**src/rtl/pc_branch_if.sv**
```systemverilog
// pc_branch_if: bundles the branch-request inputs and the fetch-side outputs
// of the program-counter controller.
//
// Handshake semantics (single comment for the whole bundle):
//   br_taken/br_target form a one-cycle request sampled on the rising edge.
//   The controller consumes it only in RUN. In FLUSH or HALT the request is
//   dropped silently, because it comes from a squashed or post-exit
//   instruction. stall is the downstream not-ready indication. While it is
//   high the PC holds in RUN, but a taken branch is still accepted.
//
// Signals:
//   stall, br_taken, br_target        : requester -> controller
//   pc, fetch_valid, flush, halted,
//   br_misalign, br_count             : controller -> requester/fetch
// Modports: master = branch units / fetch side, slave = pc_branch_ctrl.
interface pc_branch_if #(
  parameter int PC_W = 8
);
  logic            stall;
  logic            br_taken;
  logic [PC_W-1:0] br_target;
  logic [PC_W-1:0] pc;
  logic            fetch_valid;
  logic            flush;
  logic            halted;
  logic            br_misalign;
  logic [7:0]      br_count;

  modport master (
    output stall, br_taken, br_target,
    input  pc, fetch_valid, flush, halted, br_misalign, br_count
  );

  modport slave (
    input  stall, br_taken, br_target,
    output pc, fetch_valid, flush, halted, br_misalign, br_count
  );
endinterface

```
**src/rtl/pc_branch_ctrl.sv**
```systemverilog
// pc_branch_ctrl: owns the program counter. It steps the PC sequentially and
// redirects it on taken branches. After a redirect it squashes wrong-path
// fetches with a FLUSH_CYCLES-long flush. It halts once the exit label
// (HALT_PC) has been issued.
//
// Ports:
//   clk       : clock, all state updates on the rising edge
//   rst       : synchronous active-high reset
//   bus       : pc_branch_if.slave (stall/br_taken/br_target in;
//               pc/fetch_valid/flush/halted/br_misalign/br_count out)
//   dbg_state : current FSM state (0=RUN, 1=FLUSH, 2=HALT)
//
// All outputs are flops or are decoded from the state register only, so no
// input has a combinational path to an output.
module pc_branch_ctrl #(
  parameter int              PC_W         = 8,
  parameter logic [PC_W-1:0] RESET_PC     = PC_W'(4),
  parameter int              STEP         = 4,
  parameter int              FLUSH_CYCLES = 2,
  parameter logic [PC_W-1:0] HALT_PC      = PC_W'(128)
) (
  input  logic        clk,
  input  logic        rst,
  pc_branch_if.slave  bus,
  output logic [1:0]  dbg_state
);

  typedef enum logic [1:0] {
    ST_RUN   = 2'd0,
    ST_FLUSH = 2'd1,
    ST_HALT  = 2'd2
  } state_t;

  localparam logic [PC_W-1:0] STEP_V     = PC_W'(STEP);
  localparam logic [1:0]      FLUSH_INIT = 2'(FLUSH_CYCLES - 1);

  state_t          state_q, state_d;
  logic [PC_W-1:0] pc_q, pc_d;
  logic [1:0]      fcnt_q, fcnt_d;
  logic            fetch_valid_q, fetch_valid_d;
  logic            br_misalign_q, br_misalign_d;
  logic [7:0]      br_count_q, br_count_d;

  always_comb begin
    state_d       = state_q;
    pc_d          = pc_q;
    fcnt_d        = fcnt_q;
    br_misalign_d = 1'b0;
    br_count_d    = br_count_q;

    case (state_q)
      ST_RUN: begin
        // A branch comes from an older instruction, so it beats stall and halt.
        if (bus.br_taken) begin
          pc_d          = {bus.br_target[PC_W-1:2], 2'b00};
          state_d       = ST_FLUSH;
          fcnt_d        = FLUSH_INIT;
          br_misalign_d = |bus.br_target[1:0];
          if (br_count_q != 8'hFF) br_count_d = br_count_q + 8'd1;
        end else if (pc_q == HALT_PC && !bus.stall) begin
          // HALT_PC was issued in this cycle; stop here with the pc frozen.
          state_d = ST_HALT;
        end else if (!bus.stall) begin
          pc_d = pc_q + STEP_V;  // wraps modulo 2^PC_W
        end
      end
      ST_FLUSH: begin
        // Requests arriving here belong to squashed instructions.
        if (fcnt_q == 2'd0) state_d = ST_RUN;
        else                fcnt_d  = fcnt_q - 2'd1;
      end
      ST_HALT: begin
        state_d = ST_HALT;
      end
      default: begin
        state_d = ST_RUN;
      end
    endcase

    // Registered from the next state. The first cycle after reset therefore
    // shows RUN with fetch_valid still low.
    fetch_valid_d = (state_d == ST_RUN);
  end

  always_ff @(posedge clk) begin
    if (rst) begin
      state_q       <= ST_RUN;
      pc_q          <= RESET_PC;
      fcnt_q        <= 2'd0;
      fetch_valid_q <= 1'b0;
      br_misalign_q <= 1'b0;
      br_count_q    <= 8'd0;
    end else begin
      state_q       <= state_d;
      pc_q          <= pc_d;
      fcnt_q        <= fcnt_d;
      fetch_valid_q <= fetch_valid_d;
      br_misalign_q <= br_misalign_d;
      br_count_q    <= br_count_d;
    end
  end

  assign bus.pc          = pc_q;
  assign bus.fetch_valid = fetch_valid_q;
  assign bus.flush       = (state_q == ST_FLUSH);
  assign bus.halted      = (state_q == ST_HALT);
  assign bus.br_misalign = br_misalign_q;
  assign bus.br_count    = br_count_q;
  assign dbg_state       = state_q;

endmodule
```
**src/flat_wrapper.sv**
```systemverilog
// flat-port wrapper written by rule: the top's interface ports become plain ports
module pc_branch_ctrl_flat 
#(
  parameter int              PC_W         = 8,
  parameter logic [PC_W-1:0] RESET_PC     = PC_W'(4),
  parameter int              STEP         = 4,
  parameter int              FLUSH_CYCLES = 2,
  parameter logic [PC_W-1:0] HALT_PC      = PC_W'(128)
)
  (clk, rst, dbg_state, bus_stall, bus_br_taken, bus_br_target, bus_pc, bus_fetch_valid, bus_flush, bus_halted, bus_br_misalign, bus_br_count);
  pc_branch_if #(.PC_W(PC_W)) bus_i ();
  input  logic clk;
  input  logic rst;
  output logic [1:0] dbg_state;
  input wire logic [$bits(bus_i.stall)-1:0] bus_stall;
  input wire logic [$bits(bus_i.br_taken)-1:0] bus_br_taken;
  input wire logic [$bits(bus_i.br_target)-1:0] bus_br_target;
  output wire logic [$bits(bus_i.pc)-1:0] bus_pc;
  output wire logic [$bits(bus_i.fetch_valid)-1:0] bus_fetch_valid;
  output wire logic [$bits(bus_i.flush)-1:0] bus_flush;
  output wire logic [$bits(bus_i.halted)-1:0] bus_halted;
  output wire logic [$bits(bus_i.br_misalign)-1:0] bus_br_misalign;
  output wire logic [$bits(bus_i.br_count)-1:0] bus_br_count;
  assign bus_i.stall = bus_stall;
  assign bus_i.br_taken = bus_br_taken;
  assign bus_i.br_target = bus_br_target;
  assign bus_pc = bus_i.pc;
  assign bus_fetch_valid = bus_i.fetch_valid;
  assign bus_flush = bus_i.flush;
  assign bus_halted = bus_i.halted;
  assign bus_br_misalign = bus_i.br_misalign;
  assign bus_br_count = bus_i.br_count;
  pc_branch_ctrl #(.PC_W(PC_W), .RESET_PC(RESET_PC), .STEP(STEP), .FLUSH_CYCLES(FLUSH_CYCLES), .HALT_PC(HALT_PC)) u_core (.clk(clk), .rst(rst), .bus(bus_i), .dbg_state(dbg_state));
endmodule
```
**config.mk**
```make
export PLATFORM = sky130hd
export DESIGN_NAME = pc_branch_ctrl_flat
export DESIGN_NICKNAME = d
export VERILOG_FILES = /design/src/rtl/pc_branch_if.sv /design/src/rtl/pc_branch_ctrl.sv /design/src/flat_wrapper.sv
export SDC_FILE = /design/constraint.sdc
export NUM_CORES = 1
export LEC_CHECK = 0
export BUFFER_PORTS_ARGS = -buffer_cell sky130_fd_sc_hd__buf_4
export CAP_MARGIN = 10
export CORE_MARGIN = 2
export CORE_UTILIZATION = 45
export DETAILED_ROUTE_END_ITERATION = 8
export PLACE_DENSITY = 0.74
export RECOVER_POWER = 100
export SETUP_SLACK_MARGIN = 0.4
export SYNTH_ARGS = -nofsm -noshare
export SYNTH_HDL_FRONTEND = slang
export SYNTH_SLANG_ARGS = --single-unit
```
**constraint.sdc**
```tcl
create_clock -name clk -period 1.4 [get_ports clk]
set_input_delay 0.14 -clock clk [delete_from_list [all_inputs] [get_ports clk]]
set_output_delay 0.14 -clock clk [all_outputs]
set_load 0.02 [all_outputs]
```
==> reports/metrics.csv, run 1 <==
stage,metric,value,unit
critical_path,worst-endpoint-required,1.64,ns
critical_path,path_max_fanout,6,
logic_synthesis,synth-main-ff-cell,dfxtp_1,
logic_synthesis,yosys_warnings,0,
logic_synthesis,yosysUniqueCellTypes,43,
cells_and_area,nNetsFinal,210,
logic_synthesis,synthTopCellsByArea,"dfxtp_1, nor2_1, ha_1",
cells_and_area,diodes,0,
logic_synthesis,yosysTopAreaCellShare,36.5,%
power,power.density,764,nW/um^2
critical_path,arrival,1.84,ns
cells_and_area,n_fill_cell,129,
run_status,violations,negative setup slack,
timing,timing.final.ws_setup,-0.204,ns
floorplanning,die_x,53.4,um
place,io_buffers,31,
drt,drc,0,
cells_and_area,final_layout_size_suffix_gt1_share,54.4,%
logic_synthesis,synth_edf_count,0,
drt,ant_nets,0,
timing,period_needed,1.60,ns
clock_tree,root_buffer,clkbuf_4,
logic_synthesis,syn_area,1100,um^2
logic_synthesis,ys_async_sr_fraction,0,%
timing,fin_worst_skew,0.00702,ns
drt,num_vias,1251,
place,dp_slack,-0.162,ns
drt,dr.pass1.iters,6,
place,dp_hpwl,2030,um
timing,tns,-1.36,ns
floorplanning,rows,17,
floorplanning,core,2250,um^2
job,maxCapViolCount,0,
timing,worst_slew_pin_slew,0.558,ns
clock_tree,insertion_delay,0.30,ns
timing,period_share,115,%
cells_and_area,synthToLayoutAreaGrowth,71.0,%
drt,viasPerCell,5.66,
timing,slew_violations,0,
cells_and_area,design_area,1870,um^2
logic_synthesis,synth.largest_area_cell,dfxtp_1,
floorplanning,dieArea,2850,um^2
clock_tree,hold_buffers,0,
logic_synthesis,ys_seq_elements,20,
cells_and_area,final_util,83.1,%
clock_tree,cts_tree,yes,
place,gp_congestion,0.840,
logic_synthesis,synthCells,131,
global_route,grt_max_degree,21,
worst_hold_path,hp-start,bus_br_target[2],
global_route,grt_usage,24.2,%
place,place_area,1520,um^2
timing,hold_violations,0,
timing,fmax,623,MHz
critical_path,r2r_start,u_core.bus.pc[2]$_SDFFE_PP1P_,
global_route,grt_pass1_vias,1059,
timing,max_slew_margin,62.7,%
floorplanning,pin_count,34,
clock_tree,htreeDepth,1,
clock_tree,path_clk_slew,0.12,ns
global_route,grt_pass1_wl,4880,um
clock_tree,cts_max_path_buffers,2,
cells_and_area,multi_input_area,768,um^2
timing,rsz0062_at_grt,yes,
power,vdd_drop_max,0.779,mV
drt,wl,3600,um
clock_tree,cts.sinks,20,
floorplanning,start_util,48.6,%
global_route,antenna_found_initial,0,
clock_tree,cts_made_buffers,3,
logic_synthesis,synth_area_per_cell,8.37,um^2
power,leakage,0.800,nW
global_route,grt-ovfl-total,0,
cells_and_area,regArea,437,um^2
logic_synthesis,ys_seq_area_share,36.5,%
worst_hold_path,hp-class,in2reg,
floorplanning,die_h,53.4,um
drt,drt_iter0_drc,31,
run_status,status,"finished, violations left",
drt,wl_per_cell,16.3,um
timing,setup_viol,9,
critical_path,startpoint_type,flip-flop,
critical_path,r2r_slack,-0.20,ns
critical_path,cp-end-kind,flip-flop,
critical_path,worstSetupStartpoint,u_core.bus.pc[2]$_SDFFE_PP1P_,
critical_path,critPathKind,reg2reg,
==> worst max-delay path, cell delays in order, from the launching register on <==
cell      delay, ns
dfxtp_4        0.38
inv_4          0.04
ha_4           0.14
and4bb_2       0.26
a221o_2        0.43
a21o_1         0.18
a21oi_1        0.11
==> cell families (layout without fill, tap and decap cells) <==
group / after synthesis / after routing / synth area share, %
AOI/OAI and AO/OA: 35 / 35 / 22.0
xor gates and xnor gates: 3 / 3 / 2.40
adders and majority gates: 4 / 4 / 4.57
buffers and inverters: 16 / 77 / 7.31
DFF: 20 / 20 / 36.5
muxes: 2 / 2 / 1.83
other: 1 / 2 / 0.342
and+or+nand+nor: 50 / 50 / 25.0
==> state kept, by name, summed over array words and instances, names as in the netlist <==
| register | cells |
|---|---|
| u_core.dbg_state | 2 |
| u_core.fcnt_q | 2 |
| u_core.bus.fetch_valid | 1 |
| u_core.bus.pc | 6 |
| u_core.bus.br_misalign | 1 |
| u_core.bus.br_count | 8 |
==> cells in the final DEF (no fill, tap or decap), types with 2 or more instances in the layout <==
master,synthesis,routed
nor2_4,0,3
nand2_1,9,9
clkbuf_4,0,3
nand4_1,3,3
ha_4,0,3
inv_1,7,5
dfxtp_1,20,5
dfxtp_2,0,8
clkbuf_1,4,3
buf_4,3,42
mux2i_1,2,2
dfxtp_4,0,7
conb_1,1,2
buf_6,1,21
nor2_1,18,14
xor2_1,2,2
a31oi_1,4,3
a211oi_1,3,2
nor2b_4,0,2
a21oi_1,9,8
nor3_1,4,3
and3_1,3,3
o21ai_1,3,5
nand3_1,4,3
==> repair_timing <==
| action | CTS | global route |
|---|---|---|
| resized for setup | 30 | 12 |
| endpoints found under the setup margin | 34 | 36 |
| setup buffers | 11 | 12 |
| pin swaps | 18 | 18 |
==> where the power goes <==
group	internal, W	switching [W]
clock network	0.000111	0.000178
logic	0.000261	0.000252
registers	0.000603	0.0000283
total	0.000975	0.000458
==> metrics by stage <==
stage | std cells | hold slack (ns) | total power, W
floorplan | 132 | 0.324 | 0.000879
global placement | 194 | 0.417 | 0.00100
detailed placement | 194 | 0.424 | 0.00101
CTS | 209 | 0.100 | 0.00138
global route | 221 | 0.130 | 0.00151
finish | 221 | 0.129 | 0.00143
==> worst paths after layout <==
kind                                                       endpoint  cells past startpoint
worst max-delay path                  u_core.bus.pc[6]$_SDFFE_PP0P_                      6
worst min-delay path                  u_core.bus.pc[2]$_SDFFE_PP1P_                      3
worst max register to register        u_core.bus.pc[6]$_SDFFE_PP0P_                      6
worst min register to register  u_core.bus.br_count[3]$_SDFFE_PP0P_                      1
==> synthesized netlist by cell type, types with 2 or more instances <==
cell type / number
dfxtp_1: 20
nor2_1: 18
a21oi_1: 9
nand2_1: 9
inv_1: 7
a31oi_1: 4
clkbuf_1: 4
ha_1: 4
nand3_1: 4
nor3_1: 4
a211oi_1: 3
and3_1: 3
buf_4: 3
nand4_1: 3
o21ai_1: 3
mux2i_1: 2
nor2b_1: 2
o21ai_0: 2
o21bai_1: 2
xor2_1: 2
==> layout make-up <==
type / count / share of cell area [%]
Multi-Input combinational cell: 96 / 41.0
Sequential cell: 20 / 23.3
Tap cell: 28 / 1.87
Timing Repair Buffer: 66 / 30.9
Inverter: 7 / 1.54
Clock buffer: 4 / 1.40
==> per-layer routing <==
layer  GRT usage, %  part of all wire (%)
met1           29.6                    41
met2           39.7                    50
met3           6.21                   5.5
met4           9.83                   3.4
met5              0                     0
Power figures use the tool's default switching activity.
==> run 2, diff against run 1 <==
CORE_UTILIZATION = 50   (was 45)
PLACE_DENSITY = 0.78   (was 0.74)
clock period = 1.5 ns   (was 1.4 ns; I/O delays follow)
==> run 2 against run 1 <==
The run still ends with negative setup slack left. Largest power group unchanged. Highest routed layer unchanged. Clock power up 61%. Non-clock buffer count down 16. Total power up 5.3%. Clock skew up 0.0022 ns. Flip-flop and latch count unchanged. Via count down 3.0%. Cell count down 7.7%. Combinational power down 12%. Worst hold slack worse by 0.031 ns. Final area down 6.9%.
==> reports/metrics.csv, run 2 (synthesis gave the netlist of run 1 again) <==
stage,metric,value,unit
clock_tree,root_buffer,clkbuf_4,
place,dp_slack,-0.0347,ns
critical_path,startpoint_type,flip-flop,
cells_and_area,final_common_cell,buf_4,
floorplanning,die_x,50.8,um
power,vdd_drop_max,0.638,mV
critical_path,arrival,1.79,ns
cells_and_area,nNetsFinal,194,
cells_and_area,final_layout_size_suffix_gt1_share,48.6,%
floorplanning,die_h,50.8,um
floorplanning,start_util,54.2,%
power,power.density,864,nW/um^2
timing,hold_violations,0,
floorplanning,pin_count,34,
timing,period_needed,1.57,ns
clock_tree,insertion_delay,0.33,ns
critical_path,worst-endpoint-required,1.72,ns
global_route,use_met2,52.4,%
global_route,grt_pass1_wl,5580,um
floorplanning,core,2020,um^2
job,maxCapViolCount,0,
timing,fmax,637,MHz
clock_tree,path_clk_slew,0.13,ns
critical_path,worstSetupStartpoint,u_core.bus.pc[2]$_SDFFE_PP1P_,
cells_and_area,largest_register_ffs,8,
timing,fin_worst_skew,0.00927,ns
drt,drt_iter0_drc,34,
critical_path,r2r_start,u_core.bus.pc[2]$_SDFFE_PP1P_,
cells_and_area,final_util,86.3,%
worst_hold_path,hp-start,bus_br_target[0],
power,leakage,0.711,nW
critical_path,critPathKind,reg2reg,
place,gp_congestion,0.827,
timing,slew_violations,0,
timing,rsz0062_at_grt,yes,
global_route,grt.met1_usage,32.7,%
run_status,violations,negative setup slack,
clock_tree,cts_max_path_buffers,2,
drt,drc,0,
timing,setup_viol,7,
clock_tree,cts_made_buffers,3,
cells_and_area,fin_cells,204,
global_route,grt_usage,29.0,%
place,dp_cells,191,
power,p_total,0.00151,W
cells_and_area,mostFrequentLayoutCells,"buf_4, dfxtp_1, buf_6",
global_route,grt_busiest_layer,met2,
place,io_buffers,31,
place,dp_hpwl,2000,um
timing,period_share,105,%
clock_tree,cts_tree,yes,
cells_and_area,synthToLayoutAreaGrowth,59.2,%
cells_and_area,n_fill_cell,104,
clock_tree,htreeDepth,1,
drt,num_vias,1214,
drt,viasPerCell,5.95,
worst_hold_path,hp-class,in2reg,
critical_path,cp-end-kind,flip-flop,
critical_path,path_max_fanout,6,
drt,wl_per_cell,17.9,um
cells_and_area,diodes,0,
drt,ant_nets,0,
run_status,status,"finished, violations left",
clock_tree,cts.sinks,20,
global_route,use_met3,3.22,%
global_route,antenna_found_initial,0,
global_route,grt-ovfl-total,0,
drt,wl,3650,um
global_route,grt_pass1_vias,1126,
floorplanning,rows,16,
global_route,grt_max_degree,21,
floorplanning,dieArea,2580,um^2
timing,timing.final.ws_setup,-0.0689,ns
drt,dr.pass1.iters,4,
## run 2: per-stage QoR
step,instance area (um^2),hold slack (ns),TNS (ns)
after detailed placement,1500,0.444,-0.0469
after floorplan,1230,0.334,-0.0288
final,1750,0.0981,-0.372
after global placement,1500,0.436,0
after CTS,1650,0.112,-0.255
after global routing,1750,0.125,-0.794
## run 2: final cells by class
type	count	area (um^2)	area share, %
multi-input combinational	96	792	45.4
timing repair buffer	50	428	24.5
sequential	20	410	23.5
tap	27	33.8	1.94
clock inverter	1	30.0	1.72
inverter	7	28.8	1.65
clock buffer	3	22.5	1.29
## run 2: worst paths after layout
check | end | slack [ns] | depth (start not counted)
hold / removal | u_core.bus.br_misalign$_SDFF_PP0_ | 0.1 | 3
setup / recovery | u_core.bus.pc[6]$_SDFFE_PP0P_ | -0.07 | 6
setup reg to reg | u_core.bus.pc[6]$_SDFFE_PP0P_ | -0.07 | 6
hold reg to reg | u_core.bus.pc[2]$_SDFFE_PP1P_ | 0.52 | 2
## run 2: worst max-delay path: stages (launching register included)
cell and delay (ns):
dfxtp_4 0.38, inv_4 0.04, ha_4 0.14, and4bb_4 0.21, a221o_2 0.45, o21ai_1 0.18, a21oi_2 0.07
## run 2: power by group
part	leakage (nW)	internal [W]	switching, W
clock	0.0279	0.000271	0.000194
combinational	0.518	0.000214	0.000234
sequential	0.165	0.000565	0.0000298
## run 2: timing repair
action	4_1_cts	5_1_grt
gates resized for setup	25	26
hold buffers	0	0
buffers inserted	2	7
endpoints found under the setup margin	26	29
pin swaps	16	22
## run 2: routing by layer
metal	share of wire, %	wire length, um	vias up
met5	0	0	-
met4	4.5	163	0
met3	5.7	207	19
met2	54	1970	67
met1	36	1300	566
li1	-	-	562
